File: src/rtl/riscv_pkg.sv
// Shared RV32M multiply/divide definitions: funct3 op encodings,
// unit state encoding, iteration count and operand signedness helpers.
package riscv_pkg;

    typedef enum logic [2:0] {
        OP_MUL    = 3'd0,
        OP_MULH   = 3'd1,
        OP_MULHSU = 3'd2,
        OP_MULHU  = 3'd3,
        OP_DIV    = 3'd4,
        OP_DIVU   = 3'd5,
        OP_REM    = 3'd6,
        OP_REMU   = 3'd7
    } muldiv_op_t;

    typedef enum logic [1:0] {
        IDLE = 2'd0,
        RUN  = 2'd1,
        DONE = 2'd2
    } muldiv_state_t;

    localparam int MULDIV_ITER = 32;

    // rs1 is treated as two's complement for MULH, MULHSU, DIV and REM.
    function automatic logic op_a_signed(input muldiv_op_t op);
        return (op == OP_MULH) || (op == OP_MULHSU) || (op == OP_DIV) || (op == OP_REM);
    endfunction

    // rs2 is treated as two's complement for MULH, DIV and REM.
    function automatic logic op_b_signed(input muldiv_op_t op);
        return (op == OP_MULH) || (op == OP_DIV) || (op == OP_REM);
    endfunction

endpackage

File: src/rtl/muldiv_unit.sv
// Iterative RV32M multiply/divide unit. One operation in flight, fixed
// 33-edge latency from the start edge to the done pulse for every op.
// Handshake: start is sampled on a rising edge only while busy=0 (IDLE or
// DONE); done/wb_we pulse for exactly one cycle with result/rd_out valid,
// and result holds until the next done or reset.
module muldiv_unit
    import riscv_pkg::*;
#(
    parameter int XLEN = 32
) (
    input  logic            clk,
    input  logic            rst,
    input  logic            start,
    input  logic [2:0]      funct3,
    input  logic [4:0]      rd_in,
    input  logic [XLEN-1:0] opA,
    input  logic [XLEN-1:0] opB,
    output logic            busy,
    output logic            done,
    output logic            wb_we,
    output logic [XLEN-1:0] result,
    output logic [4:0]      rd_out,
    output muldiv_state_t   state_dbg
);

    localparam logic [5:0]      LAST_CNT = 6'(MULDIV_ITER);
    localparam logic [XLEN-1:0] MIN_NEG  = {1'b1, {(XLEN-1){1'b0}}};
    localparam logic [XLEN-1:0] ONE      = {{(XLEN-1){1'b0}}, 1'b1};

    muldiv_state_t   state;
    logic [5:0]      cnt;
    muldiv_op_t      op;
    logic            a_neg, b_neg;
    logic [XLEN-1:0] a_mag, b_mag;
    logic [XLEN-1:0] opa_raw;
    // hi: multiply accumulator / partial remainder
    // lo: multiplier being consumed / dividend shifting into quotient
    logic [XLEN-1:0] hi, lo;

    assign state_dbg = state;

    // Request decode: magnitudes and sign flags of the incoming operands
    muldiv_op_t      req_op;
    logic            req_a_neg, req_b_neg;
    logic [XLEN-1:0] req_a_mag, req_b_mag;

    assign req_op    = muldiv_op_t'(funct3);
    assign req_a_neg = op_a_signed(req_op) && opA[XLEN-1];
    assign req_b_neg = op_b_signed(req_op) && opB[XLEN-1];
    assign req_a_mag = req_a_neg ? -opA : opA;
    assign req_b_mag = req_b_neg ? -opB : opB;

    // One shift-add multiply step and one restoring divide step
    logic            is_div;
    logic [XLEN:0]   mul_sum;
    logic [2*XLEN:0] mul_shift;
    logic [XLEN:0]   div_shifted;
    logic [XLEN+1:0] div_diff;

    assign is_div      = op[2];
    assign mul_sum     = {1'b0, hi} + (lo[0] ? {1'b0, a_mag} : '0);
    assign mul_shift   = {mul_sum, lo} >> 1;
    assign div_shifted = {hi, lo[XLEN-1]};
    assign div_diff    = {1'b0, div_shifted} - {2'b00, b_mag};

    // Sign and special-case fixup applied once all iterations are done
    logic [2*XLEN-1:0] prod, prod_fix;
    logic [XLEN-1:0]   quot_fix, rem_fix, fix_result;
    logic              res_neg, div_by_zero, sgn_ovf;

    assign res_neg     = a_neg ^ b_neg;
    assign prod        = {hi, lo};
    assign prod_fix    = res_neg ? -prod : prod;
    assign quot_fix    = res_neg ? -lo : lo;
    assign rem_fix     = a_neg ? -hi : hi;
    assign div_by_zero = (b_mag == '0);
    assign sgn_ovf     = ((op == OP_DIV) || (op == OP_REM)) && a_neg && (a_mag == MIN_NEG)
                         && b_neg && (b_mag == ONE);

    // Select the architectural result for the latched op
    always_comb begin
        fix_result = '0;
        case (op)
            OP_MUL:                       fix_result = prod_fix[XLEN-1:0];
            OP_MULH, OP_MULHSU, OP_MULHU: fix_result = prod_fix[2*XLEN-1:XLEN];
            OP_DIV, OP_DIVU: begin
                if (div_by_zero)  fix_result = '1;
                else if (sgn_ovf) fix_result = MIN_NEG;
                else              fix_result = quot_fix;
            end
            OP_REM, OP_REMU: begin
                if (div_by_zero)  fix_result = opa_raw;
                else if (sgn_ovf) fix_result = '0;
                else              fix_result = rem_fix;
            end
            default:              fix_result = '0;
        endcase
    end

    // Control FSM and datapath registers
    always_ff @(posedge clk) begin
        if (rst) begin
            state   <= IDLE;
            cnt     <= '0;
            op      <= OP_MUL;
            a_neg   <= 1'b0;
            b_neg   <= 1'b0;
            a_mag   <= '0;
            b_mag   <= '0;
            opa_raw <= '0;
            hi      <= '0;
            lo      <= '0;
            busy    <= 1'b0;
            done    <= 1'b0;
            wb_we   <= 1'b0;
            result  <= '0;
            rd_out  <= '0;
        end else begin
            done  <= 1'b0;
            wb_we <= 1'b0;
            case (state)
                IDLE, DONE: begin
                    if (start) begin
                        op      <= req_op;
                        rd_out  <= rd_in;
                        a_neg   <= req_a_neg;
                        b_neg   <= req_b_neg;
                        a_mag   <= req_a_mag;
                        b_mag   <= req_b_mag;
                        opa_raw <= opA;
                        hi      <= '0;
                        lo      <= funct3[2] ? req_a_mag : req_b_mag;
                        cnt     <= '0;
                        busy    <= 1'b1;
                        state   <= RUN;
                    end else begin
                        state <= IDLE;
                    end
                end
                RUN: begin
                    if (cnt == LAST_CNT) begin
                        result <= fix_result;
                        busy   <= 1'b0;
                        done   <= 1'b1;
                        wb_we  <= 1'b1;
                        state  <= DONE;
                    end else begin
                        cnt <= cnt + 6'd1;
                        if (is_div) begin
                            if (!div_diff[XLEN+1]) begin
                                hi <= div_diff[XLEN-1:0];
                                lo <= {lo[XLEN-2:0], 1'b1};
                            end else begin
                                hi <= div_shifted[XLEN-1:0];
                                lo <= {lo[XLEN-2:0], 1'b0};
                            end
                        end else begin
                            hi <= mul_shift[2*XLEN-1:XLEN];
                            lo <= mul_shift[XLEN-1:0];
                        end
                    end
                end
                default: begin
                    busy  <= 1'b0;
                    state <= IDLE;
                end
            endcase
        end
    end

endmodule

File: config.mk
export PLATFORM = sky130hd
export DESIGN_NAME = muldiv_unit
export DESIGN_NICKNAME = d
export VERILOG_FILES = /design/src/rtl/riscv_pkg.sv /design/src/rtl/muldiv_unit.sv
export SDC_FILE = /design/constraint.sdc
export NUM_CORES = 1
export LEC_CHECK = 0
export CAP_MARGIN = 10
export CORE_ASPECT_RATIO = 0.9
export CORE_MARGIN = 5
export CORE_UTILIZATION = 60
export DETAILED_ROUTE_END_ITERATION = 8
export GPL_ROUTABILITY_DRIVEN = 0
export PLACE_DENSITY_LB_ADDON = 0.3
export SLEW_MARGIN = 20
export SYNTH_ARGS = -nofsm -noshare
export SYNTH_HDL_FRONTEND = slang
export SYNTH_SLANG_ARGS = --single-unit
export TNS_END_PERCENT = 10
File: constraint.sdc
create_clock -name clk -period 4.5 [get_ports clk]
set_input_delay 0.9 -clock clk [delete_from_list [all_inputs] [get_ports clk]]
set_output_delay 0.9 -clock clk [all_outputs]
set_load 0.005 [all_outputs]
; Word-level counts from Yosys, hierarchy flattened
; Index checks and enable logic that the tools add are counted.
[classes]
shift = 0
mux = 32
div_mod_pow = 0
bitwise_logic = 2
n_reduce_logical = 25
n_eq_ne = 19
n_mul = 0
add_sub_neg = 8
magnitude_cmp = 0
[ops]
columns = operator, n
row1 = 32-bit 2-to-1 mux, 17
row2 = 32-bit negator, 4
row3 = 32-bit case mux with 2 select lines, 2
row4 = 32-bit case mux with 4 select lines, 1
row5 = 64-bit 2-to-1 mux, 1
row6 = 64-bit negator, 1
row7 = 33-bit by 32-bit subtractor with 34-bit output, 1
row8 = 32-bit by 32-bit adder with 33-bit output, 1
row9 = "32-bit by 1-bit == test with 1-bit output, second input constant", 1
row10 = "32-bit == test, second input constant", 1
row11 = 32-bit logical NOT, 1
row12 = "3-bit == test, second input constant", 6
row13 = 6-bit 2-to-1 mux, 2
row14 = 6-bit case mux with 2 select lines, 1
row15 = "3-bit by 2-bit == test with 1-bit output, second input constant", 3
row16 = 2-bit OR reduction, 4
row17 = "6-bit by 1-bit adder with 6-bit output, second input constant", 1
row18 = "3-bit by 1-bit == test with 1-bit output, second input constant", 2
row19 = "6-bit == test, second input constant", 1
row20 = 1-bit logical AND, 6
row21 = 1-bit logical OR, 6
row22 = "2-bit != test, second input constant", 3
row23 = 2-bit AND reduction, 3
row24 = 1-bit 2-to-1 mux, 5
row25 = other kinds (12), 12
[totals]
latch_bits = 0
input_bits = 75
mem_count = 0
ram_bits = 0
mem_bits_ro = 0
register_bits = 212
wordCells = 100
output_inout_bits = 42

; Longest topological paths before layout
[logic_depth]
ltp_word = 9
depth_mapped = 14
mapped_depth_nobuf = 13

; Worst setup path before layout
; No wires, ideal clock.
[synth_timing]
path_kind = flip-flop to flip-flop
startpoint = reg lo[0]
endpoint = reg hi[29]
arrival_ns = 3.111
path_buffers = 2
stages_incl_launch_ff = 14
synth_period_minus_slack_ns = 3.245
required_time_ns = 4.366
slack_ns = 1.255
setup_time_ns = 0.134
path_cell_list = dfxtp_1 clkbuf_1 clkbuf_1 nand2_1 fa_1 nand2b_1 a211oi_1 o221a_2 o21ai_0 o21ai_0 a41oi_1 a221oi_1 xnor2_1 o221ai_1
[synth_via]
elab_chain_len = 5
[synth_lines]
columns = element, line
row1 = start: declaration, muldiv_unit.sv:38  ; logic [XLEN-1:0] hi, lo;
row2 = start signal: assignment, muldiv_unit.sv:132  ; lo <= funct3[2] ? req_a_mag : req_b_mag;
row3 = start signal: assignment, muldiv_unit.sv:152  ; lo <= {lo[XLEN-2:0], 1'b1};
row4 = start signal: assignment, muldiv_unit.sv:155  ; lo <= {lo[XLEN-2:0], 1'b0};
row5 = 32-bit 2-to-1 mux, muldiv_unit.sv:61  ; assign mul_sum = {1'b0, hi} + (lo[0] ? {1'b0, a_mag} : '0);
row6 = 32-bit by 32-bit adder with 33-bit output, muldiv_unit.sv:61
row7 = 32-bit 2-to-1 mux, muldiv_unit.sv:149  ; if (is_div) begin
row8 = 32-bit 2-to-1 mux, muldiv_unit.sv:141  ; if (cnt == LAST_CNT) begin
row9 = 32-bit case mux with 2 select lines, muldiv_unit.sv:121  ; case (state)
row10 = end signal: assignment, muldiv_unit.sv:151  ; hi <= div_diff[XLEN-1:0];
row11 = end signal: assignment, muldiv_unit.sv:154  ; hi <= div_shifted[XLEN-1:0];
row12 = end signal: assignment, muldiv_unit.sv:158  ; hi <= mul_shift[2*XLEN-1:XLEN];
row13 = end: declaration, muldiv_unit.sv:38
; Every way passes these cells. The select of a mux whose other input is x is not followed.
; A chain may end at the register's enable or synchronous reset.

; Worst setup path after layout
[layout_timing]
startpoint = reg hi[0]
endpoint = reg hi[27]
[layout_via]
elab_chain_len = 5
elab_cells_between_ends = 6
classes_between = add/sub: 2 / mux: 4
[layout_lines]
columns = element, line
row1 = 33-bit by 32-bit subtractor with 34-bit output, muldiv_unit.sv:64  ; assign div_diff = {1'b0, div_shifted} - {2'b00, b_mag};
row2 = 32-bit 2-to-1 mux, muldiv_unit.sv:150  ; if (!div_diff[XLEN+1]) begin
row3 = 32-bit 2-to-1 mux *, muldiv_unit.sv:149
row4 = 32-bit 2-to-1 mux *, muldiv_unit.sv:141
row5 = 32-bit case mux with 2 select lines *, muldiv_unit.sv:121
; Mark *: on every way between the ends. The rest lies on a longest branch, timed or not. The select of a mux whose other input is x is not followed.

==> flow_summary.toml <==
[setup_path]
crit_top_cell = "o21ai_0"
rrSetupSlack_ns = 0.53
path_class = "reg2reg"
critPathArrivalTime_ns = 4.38
slowest_stage = "dfxtp_1"
crit_chain = "ha_1 -> inv_1 -> fa_1 -> nand2b_1 -> a211oi_1 -> o221a_2 -> o21ai_0 -> o21ai_0 -> a31oi_1 -> o21bai_1 -> xnor2_1 -> o211ai_1"
start_kind = "flip-flop"
crit_family = "compound AO/OA/AOI/OAI gates"
required_ns = 4.90
critPathMaxStageDelay_ns = 0.66
r2r_cells = 12
cp_num_cells = 12
crit_buf_inv = 1
critPathCaptureType = "flip-flop"
crit_fanout = 12

[synthesis]
synth_compound_area_share_pct = 29.1
synth_edf_count = 0
syn_nets = 2397
ys_types = 82
yosys.area_share.simple_pct = 20.4
ys_async_sr_fraction_pct = 0
synthXorXnorAreaFrac_pct = 10.5
synth_area_per_cell_um2 = 7.37
netlist_area_um2 = 16600
synth-adder-area-share_pct = 5.52
synth.yosys.seq_area_share_pct = 25.5
ys_warn_count = 0
synth_ff_type = "dfxtp_1"
synthCells = 2250
synth_top_family_by_area = "compound AO/OA/AOI/OAI gates"
synth.mux.area_fraction_pct = 3.11
synth-seq-cells = 211

[layout]
drive_gt1_share_pct = 5.62
nets = 2406
n_fill_cell = 2223
n_antenna_cell = 0
area_delta_synth_final_pct = 12.6

[detailed_routing]
wl_mm = 62.5
vias = 18300
antenna_left = 0
drcViolationCount = 15
via_per_inst = 6.97
drtIter0Drc = 3313
first_pass_iters = 9
wl_per_cell_um = 23.8

[floorplanning]
die_area_um2 = 31100
num_rows = 57
core_um2 = 27100
die_h_um = 168
dieWidth_um = 185
initial_utilization_pct = 61.2
ios = 117

[grt]
antenna_found_initial = 0
gr-usage-met3_pct = 12.0
grt_pass1_vias = 16700
grt_first_pass_wirelength_mm = 95.0
use_met2_pct = 56.2
grt_start_max_net_pins = 86
grt_overflow = 0
grt_busiest_layer = "met2"
grt_usage_pct = 38.4
use_met1_pct = 51.8

[power_and_ir_drop]
power.leakage_nw = 7.20
peakVddDrop_v = 0.000309
switching_power_w = 0.00207
clockPowerShare_pct = 35.6
intPower_w = 0.00377
p_seq_share_pct = 37.4
comb_power_share_pct = 26.9
power_density_nw_per_um2 = 313
switching_share_pct = 35.4

[flow_run]
maxCapViolCount = 0

[place]
hpwl_mm = 47.1
io_buffers = 116
pre_cts_slack_ns = 0.559

[cts]
clk_pin_slew_worst_paths_ns = 0.06
htreeDepth = 1
cts_made_buffers = 24
worstSkewPairLatency_ns = 0.55
cts.sinks = 211
cts_max_path_buffers = 3
holdBufCountCts = 0
cts_resized = 0
tritoncts = "built"
cts_setup_buffers = 0
ctsRootBufferMaster = "clkbuf_16"

[sta]
maxSlewHeadroom_pct = 30.5
rsz0062_at_grt = "no"
hold_viol_final = 0
finalSetupViolCount = 0
clock.fmax_mhz = 252
fin_setup_tns_ns = 0
fin_ws_ns = 0.526
finalCritPeriodShare_pct = 88.3
fin_skew_ns = 0.0221
slew_violations = 0
layout_min_cycle_time_ns = 3.97
worst_pin_slew_ns = 1.04

[outcome]
violations = "design-rule violations"
outcome = "complete, but fails checks"

[worst_hold_path]
hp-class = "reg2reg"
min_path_cells = 2
worst reg2reg max path, delay by kind of cell, from the launching register on:
kind / cells / cell delay (ns)
AO/OA/AOI/OAI: 7 / 2.05
AND/OR/NAND/NOR: 1 / 0.21
flip-flops: 1 / 0.66
buffers and inverters: 1 / 0.07
adder cells (fa/ha/maj): 2 / 0.67
XOR/XNOR: 1 / 0.18
synth_stat cells, types with 10 or more instances:
library cell	number	area share [%]
nor2_1	252	5.7
a21oi_1	214	6.5
dfxtp_1	211	25
nand2_1	211	4.8
clkbuf_1	148	3.3
o21ai_0	145	4.4
xnor2_1	108	5.7
a211oi_1	100	4.5
xor2_1	91	4.8
inv_1	73	1.7
ha_1	70	5.3
nor3_1	52	1.6
mux2i_1	47	2.8
and2_1	39	1.5
nand3_1	37	1.1
nor4_1	28	1.1
o31ai_1	25	1.1
a21o_1	24	1.1
a31oi_1	24	0.90
o221ai_1	24	1.3
a22oi_1	23	1.0
nand2b_1	20	0.75
o211ai_1	18	0.81
o22ai_1	18	0.68
buf_2	15	0.45
nand4_1	14	0.53
nor2b_1	14	0.53
a221oi_1	12	0.63
or3_1	12	0.45
o21a_1	11	0.50
o21bai_1	11	0.50
o41ai_1	11	0.58
a22o_1	10	0.53
a32oi_1	10	0.53
and3_1	10	0.38
cells in the final DEF (no fill, tap or decap), drive strengths merged, types with 53 or more instances in the layout:
cell,n
nor3,53
nand2,211
a211oi,100
o21ai,147
xor2,91
inv,74
dfxtp,211
a21oi,215
xnor2,108
ha,70
clkdlybuf4s50,114
nor2,252
power by group through the flow:
stage	Clock [W]	Sequential (W)	Combinational [W]
floorplan	0	0.00209	0.00107
CTS	0.00207	0.00216	0.00150
detailed placement	0	0.00220	0.00149
global placement	0	0.00220	0.00146
finish	0.00208	0.00219	0.00157
global route	0.00216	0.00219	0.00167
state kept, by name (all words and copies together), names as in the netlist:
| name | cells |
|---|---|
| wb_we | 1 |
| b_neg | 1 |
| cnt | 6 |
| hi | 32 |
| rd_out | 5 |
| op | 3 |
| result | 32 |
| a_mag | 32 |
| b_mag | 32 |
| busy | 1 |
| a_neg | 1 |
| opa_raw | 31 |
| lo | 32 |
| state_dbg | 2 |
area by class of cell:
cell class                 count  area [µm²]  area share (%)
multi-input combinational   1789       11400            61.2
sequential                   211        4230            22.6
timing repair buffer         158        1470            7.86
clock buffer                  32         661            3.54
tap                          354         443            2.37
inverter                      75         282            1.51
clock inverter                11         166           0.891
through the flow:
| step | power [W] | cell area (µm²) | utilization (%) | hold slack [ns] | instances |
|---|---|---|---|---|---|
| after global routing | 0.00602 | 18700 | 69.0 | 0.459 | 2630 |
| after detailed placement | 0.00369 | 17900 | 65.9 | 0.436 | 2587 |
| after global placement | 0.00366 | 17800 | 65.8 | 0.437 | 2587 |
| after floorplan | 0.00316 | 16600 | - | 0.433 | 2250 |
| after CTS | 0.00573 | 18700 | 68.9 | 0.444 | 2630 |
| final | 0.00584 | 18700 | 69.0 | 0.444 | 2630 |
logic make-up (layout without fill, tap and decap cells):
kind of cell	Yosys count	after routing
mux	51	51
fa+ha+maj	72	72
xor+xnor	199	199
flops	211	211
compound gates	739	739
buf+inv	250	276
simple gates	728	728
path summary, 6_finish.rpt:
path / startpoint / to
worst max-delay path: hi[0] / hi[27]
worst min register to register: result[2] / result[2]
worst max register to register: hi[0] / hi[27]
worst min-delay path: result[2] / result[2]
routing by layer:
layer | part of all wire, % | wire length [µm]
met1 | 38 | 23700
met2 | 41 | 25600
met3 | 15 | 9170
met4 | 6.5 | 4070
met5 | 0.013 | 8
Note: power is estimated with default switching activity, not from simulation.
